### config.mk
export PLATFORM = sky130hd
export DESIGN_NAME = sequenciador_ram64
export DESIGN_NICKNAME = d
export VERILOG_FILES = /design/src/rtl/sequenciador_ram64_pkg.sv /design/src/rtl/contador_endereco_wrap.sv /design/src/rtl/sequenciador_ram64.sv
export SDC_FILE = /design/constraint.sdc
export NUM_CORES = 1
export LEC_CHECK = 0
export BUFFER_PORTS_ARGS = -buffer_cell sky130_fd_sc_hd__buf_2
export CORE_MARGIN = 2
export CORE_UTILIZATION = 49
export DETAILED_ROUTE_END_ITERATION = 16
export GPL_ROUTABILITY_DRIVEN = 0
export PLACE_DENSITY = 0.75
export SYNTH_ARGS = -nofsm -noshare
export SYNTH_HDL_FRONTEND = slang
export SYNTH_HIERARCHICAL = 1
export SYNTH_SLANG_ARGS = --single-unit
### constraint.sdc
create_clock -name clock_principal -period 2.27 [get_ports clock_principal]
set_input_delay 0.3405 -clock clock_principal [delete_from_list [all_inputs] [get_ports clock_principal]]
set_output_delay 0.3405 -clock clock_principal [all_outputs]
set_load 0.01 [all_outputs]
### src/rtl/sequenciador_ram64_pkg.sv
// Shared constants, state encoding and length clamp for the RAM64 sequencer.
package sequenciador_ram64_pkg;

  localparam int LARGURA          = 16;
  localparam int BITS_ENDERECO    = 6;
  localparam int BITS_COMPRIMENTO = 7;
  localparam int PROFUNDIDADE     = 64;

  // Longest useful operation: one pass over every RAM word.
  localparam logic [BITS_COMPRIMENTO-1:0] COMPRIMENTO_MAX = 7'd64;

  typedef enum logic [1:0] {
    OCIOSO     = 2'd0,
    EXECUTANDO = 2'd1,
    CONCLUIDO  = 2'd2
  } estado_t;

  // Lengths beyond the RAM depth would only revisit words, so cap them.
  function automatic logic [BITS_COMPRIMENTO-1:0] limitar_comprimento(
    input logic [BITS_COMPRIMENTO-1:0] c
  );
    return (c > COMPRIMENTO_MAX) ? COMPRIMENTO_MAX : c;
  endfunction

endpackage

### src/rtl/contador_endereco_wrap.sv
// Loadable RAM address register; increments wrap naturally from 63 to 0.
module contador_endereco_wrap
  import sequenciador_ram64_pkg::*;
(
  input  logic                     i_clk,
  input  logic                     i_rst,
  input  logic                     i_carregar,
  input  logic [BITS_ENDERECO-1:0] i_valor,
  input  logic                     i_incrementar,
  output logic [BITS_ENDERECO-1:0] o_endereco
);

  logic [BITS_ENDERECO-1:0] r_endereco;

  // Load has priority over increment; the width provides the modulo-64 wrap.
  always_ff @(posedge i_clk or posedge i_rst) begin
    if (i_rst) begin
      r_endereco <= '0;
    end else if (i_carregar) begin
      r_endereco <= i_valor;
    end else if (i_incrementar) begin
      r_endereco <= r_endereco + 1'b1;
    end
  end

  assign o_endereco = r_endereco;

endmodule

### src/rtl/sequenciador_ram64.sv
// Command sequencer owning the RAM64 ports: fills a wrapping address range
// with an arithmetic sequence, or reads it back into a 16-bit checksum.
module sequenciador_ram64
  import sequenciador_ram64_pkg::*;
(
  input  logic                        clock_principal,
  input  logic                        reset,
  input  logic                        iniciar,
  input  logic                        modo,
  input  logic [BITS_ENDERECO-1:0]    endereco_base,
  input  logic [BITS_COMPRIMENTO-1:0] comprimento,
  input  logic [LARGURA-1:0]          valor_inicial,
  input  logic [LARGURA-1:0]          passo,
  input  logic [LARGURA-1:0]          dados_saida_ram,
  output logic [LARGURA-1:0]          dados_entrada_ram,
  output logic [BITS_ENDERECO-1:0]    endereco_ram,
  output logic                        write_ram,
  output logic                        ocupado,
  output logic                        concluido,
  output logic [LARGURA-1:0]          soma
);

  estado_t                     r_estado;
  logic                        r_modo;
  logic [LARGURA-1:0]          r_dados;
  logic [LARGURA-1:0]          r_passo;
  logic [BITS_COMPRIMENTO-1:0] r_contador;
  logic [LARGURA-1:0]          r_soma;

  logic                        w_aceitar;
  logic                        w_executando;
  logic [BITS_COMPRIMENTO-1:0] w_comprimento;
  logic [BITS_ENDERECO-1:0]    w_endereco;

  assign w_aceitar     = (r_estado == OCIOSO) && iniciar;
  assign w_executando  = (r_estado == EXECUTANDO);
  assign w_comprimento = limitar_comprimento(comprimento);

  contador_endereco_wrap u_endereco (
    .i_clk         (clock_principal),
    .i_rst         (reset),
    .i_carregar    (w_aceitar),
    .i_valor       (endereco_base),
    .i_incrementar (w_executando),
    .o_endereco    (w_endereco)
  );

  // Control FSM plus data/step accumulator and checksum; one word per cycle.
  always_ff @(posedge clock_principal or posedge reset) begin
    if (reset) begin
      r_estado   <= OCIOSO;
      r_modo     <= 1'b0;
      r_dados    <= '0;
      r_passo    <= '0;
      r_contador <= '0;
      r_soma     <= '0;
    end else begin
      case (r_estado)
        OCIOSO: begin
          if (iniciar) begin
            r_modo     <= modo;
            r_dados    <= valor_inicial;
            r_passo    <= passo;
            r_contador <= w_comprimento;
            r_soma     <= '0;
            r_estado   <= (w_comprimento != '0) ? EXECUTANDO : CONCLUIDO;
          end
        end
        EXECUTANDO: begin
          if (r_modo) begin
            r_soma <= r_soma + dados_saida_ram;
          end
          r_dados    <= r_dados + r_passo;
          r_contador <= r_contador - 1'b1;
          if (r_contador == 7'd1) begin
            r_estado <= CONCLUIDO;
          end
        end
        CONCLUIDO: begin
          r_estado <= OCIOSO;
        end
        default: begin
          r_estado <= OCIOSO;
        end
      endcase
    end
  end

  // Strobes decode straight from the state register, so an async reset
  // drops write_ram without waiting for a clock edge.
  assign ocupado           = w_executando;
  assign write_ram         = w_executando && !r_modo;
  assign concluido         = (r_estado == CONCLUIDO);
  assign endereco_ram      = w_endereco;
  assign dados_entrada_ram = r_dados;
  assign soma              = r_soma;

endmodule

==> flow_summary.toml, run 1 <==
[logic_synthesis]
synth_area_leaders = "dfrtp_1 (37%), ha_1 (9.4%), mux2_2 (5.1%)"
synth_most_common_cell = "dfrtp_1"
syn-instance-count = 469
synth_xor_area_share_pct = 5.000
synth_fa_ha_area_share_pct = 10.34
synth-simple-area-share_pct = 12.80
ys_top_cells_by_count = "dfrtp_1 (64), a21oi_1 (40), nand2_1 (39)"
synth-compound-area-share_pct = 24.60
synthArstFlopShare_pct = 100.0
ys_ff_latch = 64
synth_top_family_by_area = "compound AO/OA/AOI/OAI gates"
synthMuxAreaShare_pct = 7.200
synth_area_leader_cell = "dfrtp_1"
synthFlopType = "dfrtp_1"
ys_warn_count = 6
synth_area_um2 = 4379
syn-num-nets = 569
synth_top_area_share_pct = 36.57
synth_cell_types = 61
synth_seq_area_share_pct = 36.57
synth_edf_count = 0
synth_area_per_cell_um2 = 9.337

[global_route]
grt_pass1_wl_mm = 18.81
grt_pass1_vias = 4123
grt_max_degree = 31
grt.overflow.total = 0
grt_usage_pct = 23.63
antenna_found_initial = 0

[sta]
hold_viol_final = 0
relSlewSlack_pct = 58.88
fmax_ghz = 0.4450
period_share_pct = 98.99
rsz0062_at_grt = "true"
finalSetupViolCount = 0
fin_tns_setup_ns = 0
worst_hold_slack_ns = 0.2009
slew_violations = 0
tightest_slew_ns = 0.6112
period_needed_ns = 2.247
finalClockSkew_ns = 0.01192

[flow_run]
drv_cap = 0

[critical_path]
critical_path.top_delay_family = "compound AO/OA/AOI/OAI gates"
cp_data_arrival_time_ns = 2.52
slowest_delay_ns = 0.39
end_kind = "flip-flop"
worstSetupPathType = "flip-flop to flip-flop"
critPathMostFrequentCell = "a21oi_2"
cpMaxStageDelayCell = "dfrtp_1"
crit_chain = "ha_2, fa_2, a21o_1, a21oi_2, o21ai_2, a221oi_2, a21oi_2, and4_4, nor3_2"
critPathMaxFanout = 3
required_ns = 2.54
critPathLaunchType = "flip-flop"
worst-path-buf-inv = 0

[final_layout]
design_area_um2 = 5530
antennaDiodeCount = 0
seq_area_um2 = 1602
multi_input_area_um2 = 2711
fill_cells = 758
fin_nets = 705
area_delta_synth_final_pct = 26.29
fin_util_pct = 63.73
final_layout_size_suffix_gt1_share_pct = 34.59

[pwr]
p_int_mw = 1.851
swShare_pct = 26.92
clkPwrFrac_pct = 40.8
sequentialPowerShare_pct = 45.7
p_sw_mw = 0.6819
peakVddDrop_uv = 266.6
pwr_density_cell_nw_per_um2 = 458.0
p_leak_nw = 2.739
pwr-share-comb_pct = 13.5

[clock_tree]
cts_sinks = 64
htree_num_levels = 3
cts-root-buf = "clkbuf_8"
clk_pin_slew_ns = 0.08
numCtsBuffers = 9
clkLatencyLatePin_ns = 0.35
cts_tree = "done"
clockBufferDepth = 2

[route]
ant_nets = 0
num_vias = 4217
wl_mm = 11.71
drc_errors = 0
via_per_inst = 5.873
first_iter_violations = 231
wl_per_cell_um = 16.31
drt-pass1-iter-count = 5

[worst_hold_path]
hold_class = "input port to flip-flop"

[placement]
numPortBuffers = 105
place_area_um2 = 5144
dpl.hpwl_mm = 8.453

[outcome]
outcome = "complete, no violations"

[floorplan]
coreArea_um2 = 8678
dieArea_um2 = 9709
die_w_um = 98.54
die_h_um = 98.54
num_rows = 34
ioPinCount = 106
initial_core_util_pct = 50.46
==> state kept, by name, summed over array words and instances (netlist names) <==
signal / cells
soma: 16
r_contador: 7
r_estado: 2
dados_entrada_ram: 16
u_endereco/o_endereco: 6
r_modo: 1
r_passo: 16
==> final cells by class <==
type | count | share of cell area [%]
inverter | 17 | 1.154
timing repair buffer | 143 | 14.71
sequential | 64 | 28.96
multi-input combinational | 370 | 49.03
clock inverter | 6 | 1.222
clock buffer | 10 | 2.489
tap | 108 | 2.443
==> placed cells by master (no fill, tap or decap), types with 4 or more instances in the layout <==
cell type  Yosys  routed
a21o_1        14      14
a21oi_1       40      40
a31oi_1        5       5
and3_1         6       6
buf_2          5     105
buf_4          2      37
clkbuf_8       0      10
dfrtp_1       64      64
ha_1          33      28
inv_1         17      15
mux2_2        20      20
mux2i_1        9       9
nand2_1       39      39
nand2b_1       5       5
nand3_1        7       7
nand4_1        4       4
nor2_1        27      27
nor2b_1        6       5
nor3_1         8       7
o21a_1         6       6
o21ai_0       33      30
o21ai_1        8      10
o22a_1         7       7
o22ai_1       15      15
o31ai_1        4       4
xnor2_1        9       9
xor2_1        16      16
==> worst reg2reg max path, delay by kind of cell (launching register included) <==
kind                     cells  cell delay [ns]
AND/OR/NAND/NOR              2             0.34
adder cells (fa/ha/maj)      2             0.54
AO/OA/AOI/OAI                5             0.90
flip-flops                   1             0.39
==> power by group through the flow <==
stage | logic, mW | clock network, mW | registers (mW)
floorplan | 0.184 | 0 | 1.18
global placement | 0.311 | 0 | 1.18
detailed placement | 0.320 | 0 | 1.18
CTS | 0.331 | 1.06 | 1.16
global route | 0.376 | 1.10 | 1.16
finish | 0.342 | 1.03 | 1.16
==> metrics by stage <==
step | setup WS (ns) | std cells | power, mW
2_1_floorplan | 0.02823 | 469 | 1.367
6_report | 0.02291 | 718 | 2.533
3_5_place_dp | -0.1662 | 689 | 1.499
4_1_cts | 0.003517 | 712 | 2.543
5_1_grt | -0.1490 | 718 | 2.636
3_3_place_gp | -0.02300 | 689 | 1.489
==> per-layer routing <==
layer  wire length [µm]  global-route usage [%]  vias to the layer above
met5                  0                       0                        -
met4                289                   8.851                        0
met3                567                   3.121                       27
met2               5768                   40.50                      156
met1               5084                   30.60                     2012
li1                   -                       -                     2022
==> cells by family (layout without fill, tap and decap cells) <==
family                   count (synthesis)  in the layout
buffers and inverters                   35            176
adder cells (fa/ha/maj)                 35             35
AND/OR/NAND/NOR                        116            116
XOR/XNOR                                25             25
flip-flops                              64             64
AO/OA/AOI/OAI                          165            165
multiplexers                            29             29
==> final timing paths <==
path,startpoint,to,slack [ns],cells after the start
min in group asynchronous,reset,u_endereco/o_endereco[5],0.47,3
worst max register to register,r_passo[0],dados_entrada_ram[14],0.02,9
worst max-delay path,r_passo[0],dados_entrada_ram[14],0.02,9
worst min register to register,soma[12],soma[12],0.52,2
max in group asynchronous,reset,r_contador[5],0.99,4
worst min-delay path,endereco_base[5],u_endereco/o_endereco[5],0.20,3
==> timing repair <==
item | CTS | global route
hold endpoints to repair | 18 | 0
hold buffers | 1 | 0
endpoints found under the setup margin | 5 | 13
buffers inserted | 6 | 6
pin swaps | 9 | 13
gates resized for setup | 8 | 11
Power figures use the tool's default switching activity.
==> inputs of run 2 (changes only) <==
--- a/config.mk
+++ b/config.mk
@@ -6,6 +6,7 @@
 export NUM_CORES = 1
 export LEC_CHECK = 0
 export BUFFER_PORTS_ARGS = -buffer_cell sky130_fd_sc_hd__buf_2
+export CORE_ASPECT_RATIO = 0.7
 export CORE_MARGIN = 2
 export CORE_UTILIZATION = 49
 export DETAILED_ROUTE_END_ITERATION = 16
==> constraint.sdc (replaced) <==
create_clock -name clock_principal -period 1.9 [get_ports clock_principal]
set_input_delay 0.285 -clock clock_principal [delete_from_list [all_inputs] [get_ports clock_principal]]
set_output_delay 0.285 -clock clock_principal [all_outputs]
set_load 0.01 [all_outputs]
==> flow_summary.toml, run 2 (same netlist as run 1, synthesis figures left out) <==
[sta]
slew_violations = 0
setup_ws_ns = -0.4457
finalClockSkew_ns = 0.006393
finalSetupViolCount = 22
relSlewSlack_pct = 67.70
period_share_pct = 123.5
fmax_ghz = 0.4263
tightest_slew_ns = 0.4801
period_needed_ns = 2.346
worst_hold_slack_ns = 0.1697
rsz0062_at_grt = "true"
hold_viol_final = 0

[critical_path]
worstSetupPathType = "flip-flop to flip-flop"
critPathMaxFanout = 3
critPathLaunchType = "flip-flop"
end_kind = "flip-flop"
cp_data_arrival_time_ns = 2.56
required_ns = 2.12

[clock_tree]
numCtsBuffers = 9
clk_pin_slew_ns = 0.06
clockBufferDepth = 2
htree_num_levels = 3
cts_sinks = 64
cts-root-buf = "clkbuf_16"
clkLatencyLatePin_ns = 0.34
cts_tree = "done"

[route]
via_per_inst = 6.004
drt-pass1-iter-count = 6
first_iter_violations = 467
wl_per_cell_um = 19.27
drc_errors = 0
ant_nets = 0
wl_mm = 15.28
num_vias = 4761

[final_layout]
final_layout_size_suffix_gt1_share_pct = 45.09
area_delta_synth_final_pct = 47.23
layout_commonest_cell = "buf_2"
fill_cells = 593
fin_nets = 767
final_cell_mix = "buf_2 (105), buf_4 (91), dfrtp_1 (62)"
fin_cells = 793

[global_route]
grt_pass1_wl_mm = 21.69
grt_pass1_vias = 4460
grt_usage_pct = 28.46
grt.overflow.total = 0
grt_max_degree = 29
antenna_found_initial = 1

[pwr]
peakVddDrop_uv = 383.0
power_mw = 3.760
p_leak_nw = 3.153
pwr_density_cell_nw_per_um2 = 583.2

[outcome]
outcome = "finished with violations"
violations = "negative setup slack"

[floorplan]
coreArea_um2 = 8548
initial_core_util_pct = 51.23
die_w_um = 117.0
num_rows = 28
ioPinCount = 106
dieArea_um2 = 9721
die_h_um = 83.10

[placement]
numPortBuffers = 105
placedCellCount = 754
dpl.hpwl_mm = 9.574
pre_cts_slack_ns = -0.4365

[worst_hold_path]
hold_class = "input port to flip-flop"

[flow_run]
drv_cap = 0
[run 2: critical path, cell delays in order, from the launching register on]
cell and delay (ns):
dfrtp_2 0.45, ha_4 0.27, a211oi_2 0.36, o211ai_1 0.22
a31o_2 0.28, a211o_1 0.27, a21oi_2 0.14, xor2_1 0.16
o21ai_1 0.08
[run 2: report_power, final]
part,switching [mW],internal [mW],total [mW]
Combinational,0.273,0.285,0.558
Clock,0.665,1.15,1.81
Sequential,0.0137,1.37,1.39
Total,0.953,2.81,3.76
[run 2: per-layer routing]
layer	global-route usage (%)	wire, µm
met3	5.620	1222
met1	38.30	6248
met4	7.487	556
met5	0	0
met2	46.87	7253
[run 2: repair_timing]
| item | in CTS | in global routing |
|---|---|---|
| gates cloned | 0 | 0 |
| pin swaps | 14 | 34 |
| endpoints found under the setup margin | 17 | 23 |
| hold buffers | 1 | 0 |
| buffers inserted | 6 | 15 |
| endpoints found under the hold margin | 21 | 0 |
| resized for setup | 22 | 31 |
[run 2: stage by stage]
stage / TNS [ns] / instance area [µm²] / util, %
floorplan: -1.875 / 4497 / -
global placement: -2.770 / 5697 / 66.64
detailed placement: -3.658 / 5697 / 66.64
CTS: -3.210 / 6162 / 72.09
global route: -6.929 / 6447 / 75.42
finish: -5.503 / 6447 / 75.42
[run 2: path summary, 6_finish.rpt]
check	start	depth (start not counted)	to	slack (ns)
worst min register to register	r_passo[14]	1	r_passo[14]	0.52
worst max-delay path	dados_entrada_ram[1]	8	dados_entrada_ram[13]	-0.45
worst max register to register	dados_entrada_ram[1]	8	dados_entrada_ram[13]	-0.45
worst min-delay path	endereco_base[5]	3	u_endereco/o_endereco[5]	0.17
max in group asynchronous	reset	4	r_passo[11]	0.77
min in group asynchronous	reset	3	u_endereco/o_endereco[4]	0.44
[run 2: final cells by class]
cell class / instances / area (µm²) / share of cell area (%)
Sequential cell: 64 / 1604 / 24.88
Multi-Input combinational cell: 370 / 2970 / 46.07
Inverter: 17 / 63.81 / 0.9897
Antenna cell: 1 / 2.502 / 0.03881
Clock inverter: 7 / 96.34 / 1.494
Timing Repair Buffer: 205 / 1335 / 20.71
Tap cell: 120 / 150.1 / 2.329
Clock buffer: 9 / 225.2 / 3.493
